==> src/rtl/uart_tx_fifo_if.sv <==
// Write-side valid/ready handshake for uart_tx_fifo.
interface uart_tx_fifo_if #(
  parameter int DATA_BITS = 8
);
  logic [DATA_BITS-1:0] wr_data;
  logic                 wr_valid;
  logic                 wr_ready;

  modport master (
    output wr_data,
    output wr_valid,
    input  wr_ready
  );

  modport slave (
    input  wr_data,
    input  wr_valid,
    output wr_ready
  );
endinterface

==> src/rtl/uart_tx_fifo.sv <==
// UART transmitter fed by a circular transmit FIFO.
// Frames go out back-to-back while the FIFO holds data.
module uart_tx_fifo #(
  parameter int CLK_DIV    = 434,
  parameter int DATA_BITS  = 8,
  parameter int PARITY     = 0,
  parameter int STOP_BITS  = 1,
  parameter int FIFO_DEPTH = 16
) (
  input  logic                        clk,
  input  logic                        reset,
  uart_tx_fifo_if.slave               wr,
  output logic                        tx,
  output logic                        busy,
  output logic [$clog2(FIFO_DEPTH):0] fifo_count
);
  localparam int AW = $clog2(FIFO_DEPTH);
  localparam int CW = AW + 1;
  localparam int BW = $clog2(CLK_DIV);
  localparam logic [BW-1:0] BAUD_LAST = BW'(CLK_DIV - 1);
  localparam logic [2:0]    DATA_LAST = 3'(DATA_BITS - 1);
  localparam logic [2:0]    STOP_LAST = 3'(STOP_BITS - 1);
  localparam logic [CW-1:0] FULL      = CW'(FIFO_DEPTH);
  localparam logic          ODD       = (PARITY == 1);

  typedef enum logic [2:0] {
    S_IDLE,
    S_START,
    S_DATA,
    S_PAR,
    S_STOP
  } state_t;

  state_t               state;
  logic [DATA_BITS-1:0] mem [FIFO_DEPTH];
  logic [AW-1:0]        wr_ptr;
  logic [AW-1:0]        rd_ptr;
  logic [BW-1:0]        baud;
  logic [2:0]           bit_idx;
  logic [DATA_BITS-1:0] shift;
  logic [DATA_BITS-1:0] head;
  logic                 par_bit;
  logic                 push;
  logic                 pop;
  logic                 empty;
  logic                 tick;
  logic                 frame_end;

  assign empty       = (fifo_count == '0);
  assign wr.wr_ready = (fifo_count != FULL);
  assign push        = wr.wr_valid && wr.wr_ready;
  assign tick        = (baud == BAUD_LAST);
  assign frame_end   = (state == S_STOP) && tick
                       && (bit_idx == STOP_LAST);
  assign pop         = !empty
                       && ((state == S_IDLE) || frame_end);
  assign head        = mem[rd_ptr];
  assign busy        = (state != S_IDLE) || !empty;

  always_ff @(posedge clk) begin
    if (push) mem[wr_ptr] <= wr.wr_data;
  end

  always_ff @(posedge clk or posedge reset) begin
    if (reset) begin
      wr_ptr     <= '0;
      rd_ptr     <= '0;
      fifo_count <= '0;
    end else begin
      if (push) wr_ptr <= wr_ptr + AW'(1);
      if (pop)  rd_ptr <= rd_ptr + AW'(1);
      fifo_count <= fifo_count + CW'(push) - CW'(pop);
    end
  end

  always_ff @(posedge clk or posedge reset) begin
    if (reset) begin
      state   <= S_IDLE;
      tx      <= 1'b1;
      baud    <= '0;
      bit_idx <= '0;
      shift   <= '0;
      par_bit <= 1'b0;
    end else begin
      baud <= tick ? '0 : baud + BW'(1);
      unique case (state)
        S_IDLE: begin
          baud <= '0;
          tx   <= 1'b1;
        end
        S_START: begin
          if (tick) begin
            state <= S_DATA;
            tx    <= shift[0];
          end
        end
        S_DATA: begin
          if (tick) begin
            if (bit_idx == DATA_LAST) begin
              bit_idx <= '0;
              if (PARITY != 0) begin
                state <= S_PAR;
                tx    <= par_bit;
              end else begin
                state <= S_STOP;
                tx    <= 1'b1;
              end
            end else begin
              bit_idx <= bit_idx + 3'd1;
              shift   <= shift >> 1;
              tx      <= shift[1];
            end
          end
        end
        S_PAR: begin
          if (tick) begin
            state <= S_STOP;
            tx    <= 1'b1;
          end
        end
        S_STOP: begin
          if (tick) begin
            if (bit_idx == STOP_LAST) begin
              state <= S_IDLE;
              tx    <= 1'b1;
            end else begin
              bit_idx <= bit_idx + 3'd1;
            end
          end
        end
        default: begin
          state <= S_IDLE;
          tx    <= 1'b1;
        end
      endcase
      // A pop (from IDLE or the last stop cycle) overrides the above
      if (pop) begin
        state   <= S_START;
        tx      <= 1'b0;
        shift   <= head;
        par_bit <= (^head) ^ ODD;
        baud    <= '0;
        bit_idx <= '0;
      end
    end
  end
endmodule
==> src/flat_wrapper.sv <==
// flat-port wrapper written by rule: the top's interface ports become plain ports
module uart_tx_fifo_flat 
#(
  parameter int CLK_DIV    = 434,
  parameter int DATA_BITS  = 8,
  parameter int PARITY     = 0,
  parameter int STOP_BITS  = 1,
  parameter int FIFO_DEPTH = 16
)
  (clk, reset, tx, busy, fifo_count, wr_wr_data, wr_wr_valid, wr_wr_ready);
  uart_tx_fifo_if #(.DATA_BITS(DATA_BITS)) wr_i ();
  input  logic clk;
  input  logic reset;
  output logic tx;
  output logic busy;
  output logic [$clog2(FIFO_DEPTH):0] fifo_count;
  input wire logic [$bits(wr_i.wr_data)-1:0] wr_wr_data;
  input wire logic [$bits(wr_i.wr_valid)-1:0] wr_wr_valid;
  output wire logic [$bits(wr_i.wr_ready)-1:0] wr_wr_ready;
  assign wr_i.wr_data = wr_wr_data;
  assign wr_i.wr_valid = wr_wr_valid;
  assign wr_wr_ready = wr_i.wr_ready;
  uart_tx_fifo #(.CLK_DIV(CLK_DIV), .DATA_BITS(DATA_BITS), .PARITY(PARITY), .STOP_BITS(STOP_BITS), .FIFO_DEPTH(FIFO_DEPTH)) u_core (.clk(clk), .reset(reset), .wr(wr_i), .tx(tx), .busy(busy), .fifo_count(fifo_count));
endmodule
==> config.mk <==
export PLATFORM = sky130hd
export DESIGN_NAME = uart_tx_fifo_flat
export DESIGN_NICKNAME = d
export VERILOG_FILES = /design/src/rtl/uart_tx_fifo_if.sv /design/src/rtl/uart_tx_fifo.sv /design/src/flat_wrapper.sv
export SDC_FILE = /design/constraint.sdc
export NUM_CORES = 1
export LEC_CHECK = 0
export BUFFER_PORTS_ARGS = -buffer_cell sky130_fd_sc_hd__buf_2
export CORE_ASPECT_RATIO = 0.5
export CORE_MARGIN = 2
export CORE_UTILIZATION = 45
export CTS_CLUSTER_SIZE = 14
export DETAILED_ROUTE_END_ITERATION = 7
export PLACE_DENSITY = 0.73
export REMOVE_ABC_BUFFERS = 1
export SLEW_MARGIN = 20
export SYNTH_ARGS = -nofsm -noshare
export SYNTH_HDL_FRONTEND = slang
export SYNTH_SLANG_ARGS = --single-unit
==> constraint.sdc <==
create_clock -name clk -period 3.8 [get_ports clk]
set_input_delay 0.19 -clock clk [delete_from_list [all_inputs] [get_ports clk]]
set_output_delay 0.19 -clock clk [all_outputs]
set_load 0.05 [all_outputs]
==> metrics, run 1 <==
run status finished clean; grt ovf 0; Fin. Hold Viols 0; Post-CTS Hold Fix Bufs 1; worst reg-to-reg path cell count 12; CP Max Fanout 12; vias per std cell between 5 and 6; Worst R2R Start u_core.state[0]$_DFFE_PP0P_; max_slew headroom 0.328; Post-Syn Area 7130 µm²; Rows 32; CP required 4.14 ns; clock latency at the later pin of the worst-skew pair approximately 0.42 ns; first-pass GRT wire length 21600 µm; post-route cell area 8000 µm²; Core ar. 15500 µm²; H-tree Lvls 4; part of the power in the clock network 0.366; cell taking the most area after synthesis edfxtp_1; Die Ht 93.0 µm; CP endpoint kind register; sequential-to-total area share from yosys stat 0.669; Slew @ Worst Pin 1.00 ns; maximum clock path buffer count 2; sum of negative setup slack 0 ns; CP arrival 3.45 ns; hold slack 0.160 ns; Crit Reg-Reg Endpoint u_core.fifo_count[4]$_DFF_PP0_; final setup margin 0.685 ns; top-area cell type share of the netlist area 0.539; Area Overhead vs Synth 12.2%; CTS tree built; ANT nets after route 0; maximum vdd drop 289 µV; fillers 1201; register-to-register setup slack 0.69 ns; Distinct cells, synth 57; CP Launch Type register; area post-placement 7420 µm²; HPWL Detailed 8620 µm; number of global-route vias before repair 3928; Min-Delay Path Class in -> reg; min cycle time layout 3.11 ns; CP Buf/Inv Count 3; Multi-input gate area 2150 µm²; Die W 182 µm; GR Util All Layers 0.174; most used cell, CP inv_1; Final Max Slew Viols 0; slowest CP cell nor2_1; die area 16900 µm²; initial antenna violation count 0; Syn. warnings 0; largest net degree at the start of global routing 44; slowest stage delay, CP approximately 0.7 ns; sequential cell area 4770 µm²; initial core utilization 0.461; Post-synth EDFFs ~130; Critical Path Sink u_core.fifo_count[4]$_DFF_PP0_; worst clock skew 0.0140 ns; CTS Buf Count 17; most common cell in the netlist edfxtp_1; clock sinks around 170; clock transition at the registers of the reported paths approximately 0.070 ns; fmax about 320 MHz; synthesized instance count 441; Vias between 3000 and 4000; io pins 19; CTS Root Cell clkbuf_16; drt drc 0; cell count along the critical path 12; Max Cap Viol 0; Worst Setup SP u_core.state[0]$_DFFE_PP0P_; Switching Share 0.275; Setup CP Type reg -> reg; PortBufs 18; initial DRC count 284; most common flop cell mapped by yosys edfxtp_1; RSZ-0062 raised after global routing false; routed len/inst 20.0 µm; Detailed Route WL 13700 µm; Power Density around 570 nW/µm²; endpoints failing setup 0; net switching power figure 1.24 mW; combinational power share 0.140; Top delay family on crit path simple AND/OR/NAND/NOR gates; Syn Area/Cell around 16 µm²; Post-CTS Resized 0; GPL Wtd Cong 0.859; synthesized flop and latch total 165; Pre-antenna DRT Iters 5; Final #Nets a little under 500; top post-synthesis cells by area edfxtp_1 (54%), dfrtp_1 (13%), mux4_2 (4.7%); antenna cells 0; period utilisation layout 0.820; critical-path cell list or2_2, nor2_1, and2_1, ha_1, inv_1, ha_1, inv_1, fa_1, inv_1, a21oi_1, o21bai_1, xnor2_1; dpl ws 0.730 ns; async set-or-reset flop fraction in the synthesized netlist 0.224; # Post-CTS Setup Buffers 0; layout cell share with drive strength beyond 1 0.216; Pint around 3.3 mW; commonest cells in the netlist edfxtp_1 (128), dfrtp_1 (36), nor2_1 (36); leak pwr 2.82 nW; sequential share of power 0.494
-- placed cells by master, fill, tap and decap left out, types with 13 or more instances in the layout --
cell / n
inv_1: 21
mux2_2: 16
ha_1: 16
clkbuf_16: 17
buf_2: 18
xnor2_1: 13
nor2_1: 36
mux4_2: 15
edfxtp_1: 128
dfrtp_1: 36
-- layout make-up --
type                       instances  share of cell area
tap                              204              0.0319
sequential                       165               0.596
clock inverter                    14              0.0178
multi-input combinational        235               0.268
inverter                          21             0.00985
clock buffer                      18              0.0537
timing repair buffer              29              0.0219
-- per-layer routing --
| metal | GRT usage | wire length, µm | vias up |
|---|---|---|---|
| met3 | 0.0498 | 615 | 18 |
| met2 | 0.285 | 6710 | 115 |
| met4 | 0.0585 | 179 | 0 |
| met1 | 0.226 | 6240 | 1968 |
| li1 | - | - | 1751 |
| met5 | 0 | 0 | - |
-- through the flow --
| stage | total power [mW] | utilization | instances |
|---|---|---|---|
| floorplan | 2.70 | - | 421 |
| global placement | 2.88 | 0.480 | 653 |
| detailed placement | 2.91 | 0.480 | 653 |
| CTS | 4.56 | 0.518 | 686 |
| global route | 4.70 | 0.518 | 686 |
| finish | 4.53 | 0.518 | 686 |
-- cell families after synthesis --
| logic type | after synthesis | synth area share |
|---|---|---|
| multiplexers | 48 | 0.117 |
| flip-flops | 165 | 0.669 |
| AND/OR/NAND/NOR | 98 | 0.0763 |
| adder cells (fa/ha/maj) | 17 | 0.0309 |
| AO/OA/AOI/OAI | 55 | 0.0558 |
| XOR/XNOR | 17 | 0.0209 |
| buffers and inverters | 41 | 0.0300 |
-- sequential cells by signal (all words and copies together) (netlist names) --
name	cells
u_core.tx	1
u_core.wr_ptr	4
u_core.mem	128
u_core.baud	9
u_core.fifo_count	5
u_core.rd_ptr	4
u_core.shift	8
u_core.state	3
u_core.bit_idx	3
-- worst min path at each step --
| stage | start | end | slack (ns) | cells after the start |
|---|---|---|---|---|
| 5_1_grt | wr_wr_data[5] | u_core.mem[4][5]$_DFFE_PP_ | 0.16 | 1 |
| 6_report | wr_wr_data[6] | u_core.mem[7][6]$_DFFE_PP_ | 0.16 | 1 |
| 3_5_place_dp | reset | u_core.fifo_count[2]$_DFF_PP0_ | 0.34 | 3 |
| 4_1_cts | wr_wr_data[6] | u_core.mem[9][6]$_DFFE_PP_ | 0.15 | 1 |
| 2_1_floorplan | wr_wr_data[0] | u_core.mem[0][0]$_DFFE_PP_ | 0.29 | 0 |
| 3_3_place_gp | reset | u_core.fifo_count[2]$_DFF_PP0_ | 0.34 | 3 |
-- power groups by stage --
stage                     clock network (mW)  logic (mW)  registers, mW
final                                   1.66       0.633           2.24
after global routing                    1.75       0.697           2.25
after CTS                               1.69       0.641           2.24
after detailed placement                   0       0.635           2.27
after global placement                     0       0.616           2.26
after floorplan                            0       0.352           2.35
Note: power is estimated with default switching activity, not from simulation.
==> run 2: changes to the inputs <==
- PLACE_DENSITY: 0.73 -> 0.75
- clock period: 3.8 -> 2.7 ns (I/O delays scaled with it)
==> metrics, run 2 (same netlist as run 1, synthesis figures left out) <==
run status finished clean; PortBufs 18; Slew @ Worst Pin approximately 0.85 ns; CTS tree built; routed len/inst between 15 and 20 µm; Pre-antenna DRT Iters 4; endpoints failing setup 0; clock sinks 165; GPL Wtd Cong 0.835; CP Launch Type register; sum of negative setup slack 0 ns; Rows 32; vias per std cell 5.55; period utilisation layout 0.938; Setup CP Type reg -> reg; clock transition at the registers of the reported paths 0.08 ns; initial DRC count 325; Power Density about 800 nW/µm²; layout cell share with drive strength beyond 1 0.261; CP arrival 2.88 ns; max FFs per register 128; HPWL Detailed 8780 µm; initial antenna violation count 0; antenna cells 0; Die W 182 µm; leading cell type in the layout, fill and taps excluded edfxtp_1; area post-placement 7600 µm²; number of global-route vias before repair 4019; Vias 3941; Area Overhead vs Synth 15.8%; Final Max Slew Viols 0; Min-Delay Path Class in -> reg; fmax ~400 MHz; GR Util All Layers 0.180; min cycle time layout approximately 2.5 ns; worst clock skew 0.0141 ns; H-tree Lvls 4; Die Ht 93.0 µm; CP endpoint kind register; Largest Register u_core.mem; commonest cells after routing, fill and taps aside edfxtp_1 (128), nor2_1 (36), dfrtp_1 (36), buf_4 (32), inv_1 (21); post-route cell area 8260 µm²; Multi-input gate area 2190 µm²; Final #Nets 521; CTS Root Cell clkbuf_16; CTS Buf Count 17; leak pwr 2.95 nW; fillers 1198; Fin. Hold Viols 0; final core utilization 0.534; first-pass GRT wire length between 20000 and 25000 µm; Top Registers u_core.mem (128), u_core.baud (9), u_core.shift (8); die area 16900 µm²; max_slew headroom 0.433; sequential cell area 4770 µm²; initial core utilization 0.461; ANT nets after route 0; CP required 3.05 ns; drt drc 0; io pins 19; clock latency at the later pin of the worst-skew pair 0.44 ns; maximum clock path buffer count 2; maximum vdd drop approximately 360 µV; Core ar. 15500 µm²; Detailed Route WL about 14000 µm; CP Max Fanout 4; grt ovf 0; largest net degree at the start of global routing 44; Max Cap Viol 0
run 2: final timing paths:
check / depth (start not counted) / slack [ns] / startpoint / to
max reg2reg: 14 / 0.17 / u_core.bit_idx[0]$_DFFE_PP0P_ / u_core.fifo_count[4]$_DFF_PP0_
min: 1 / 0.08 / wr_wr_data[0] / u_core.mem[1][0]$_DFFE_PP_
min in group asynchronous: 4 / 0.35 / reset / u_core.baud[1]$_DFF_PP0_
max: 14 / 0.17 / u_core.bit_idx[0]$_DFFE_PP0P_ / u_core.fifo_count[4]$_DFF_PP0_
min reg2reg: 2 / 0.55 / u_core.tx$_DFFE_PP1P_ / u_core.tx$_DFFE_PP1P_
max in group asynchronous: 4 / 1.97 / reset / u_core.tx$_DFFE_PP1P_
run 2: routing by layer:
layer / global-route usage / up-vias / share of wire
li1: - / 1794 / -
met1: 0.244 / 2000 / 0.46
met2: 0.289 / 121 / 0.47
met3: 0.0393 / 26 / 0.051
met4: 0.0665 / 0 / 0.017
met5: 0 / - / 0
run 2: layout make-up:
cell class                      instances  share of cell area
Clock buffer                           18              0.0520
Clock inverter                         14              0.0186
Timing Repair Buffer                   53              0.0461
Tap cell                              204              0.0309
Inverter                               21             0.00955
Multi-Input combinational cell        235               0.265
Sequential cell                       165               0.578
run 2: per-stage QoR:
step | instances | hold slack [ns] | setup WS (ns) | power, mW
2_1_floorplan | 421 | 0.234 | -0.524 | 3.80
3_3_place_gp | 674 | 0.273 | 0.121 | 4.10
3_5_place_dp | 674 | 0.279 | 0.0312 | 4.13
4_1_cts | 707 | 0.0643 | 0.0557 | 6.49
5_1_grt | 710 | 0.0796 | -0.0120 | 6.73
6_report | 710 | 0.0792 | 0.168 | 6.46
run 2: where the power goes:
part,internal (mW),switching (mW)
registers,3.01,0.140
clock network,1.24,1.12
logic,0.346,0.607
run 2: what timing repair did:
| action | in CTS | in global routing |
|---|---|---|
| hold endpoints to repair | 36 | 0 |
| resized for setup | 1 | 6 |
| endpoints found under the setup margin | 1 | 1 |
| hold buffers | 1 | 0 |
| setup buffers | 0 | 3 |
| pin swaps | 0 | 2 |
run 2: critical path, cell delays in order (launching register included):
cell	delay (ns)
dfrtp_1	0.41
inv_1	0.07
ha_1	0.15
nand2b_1	0.10
o31ai_4	0.28
and2_4	0.18
ha_1	0.21
inv_1	0.06
ha_1	0.16
inv_1	0.06
fa_2	0.35
inv_1	0.06
a21oi_1	0.06
o21bai_1	0.18
xnor2_1	0.13
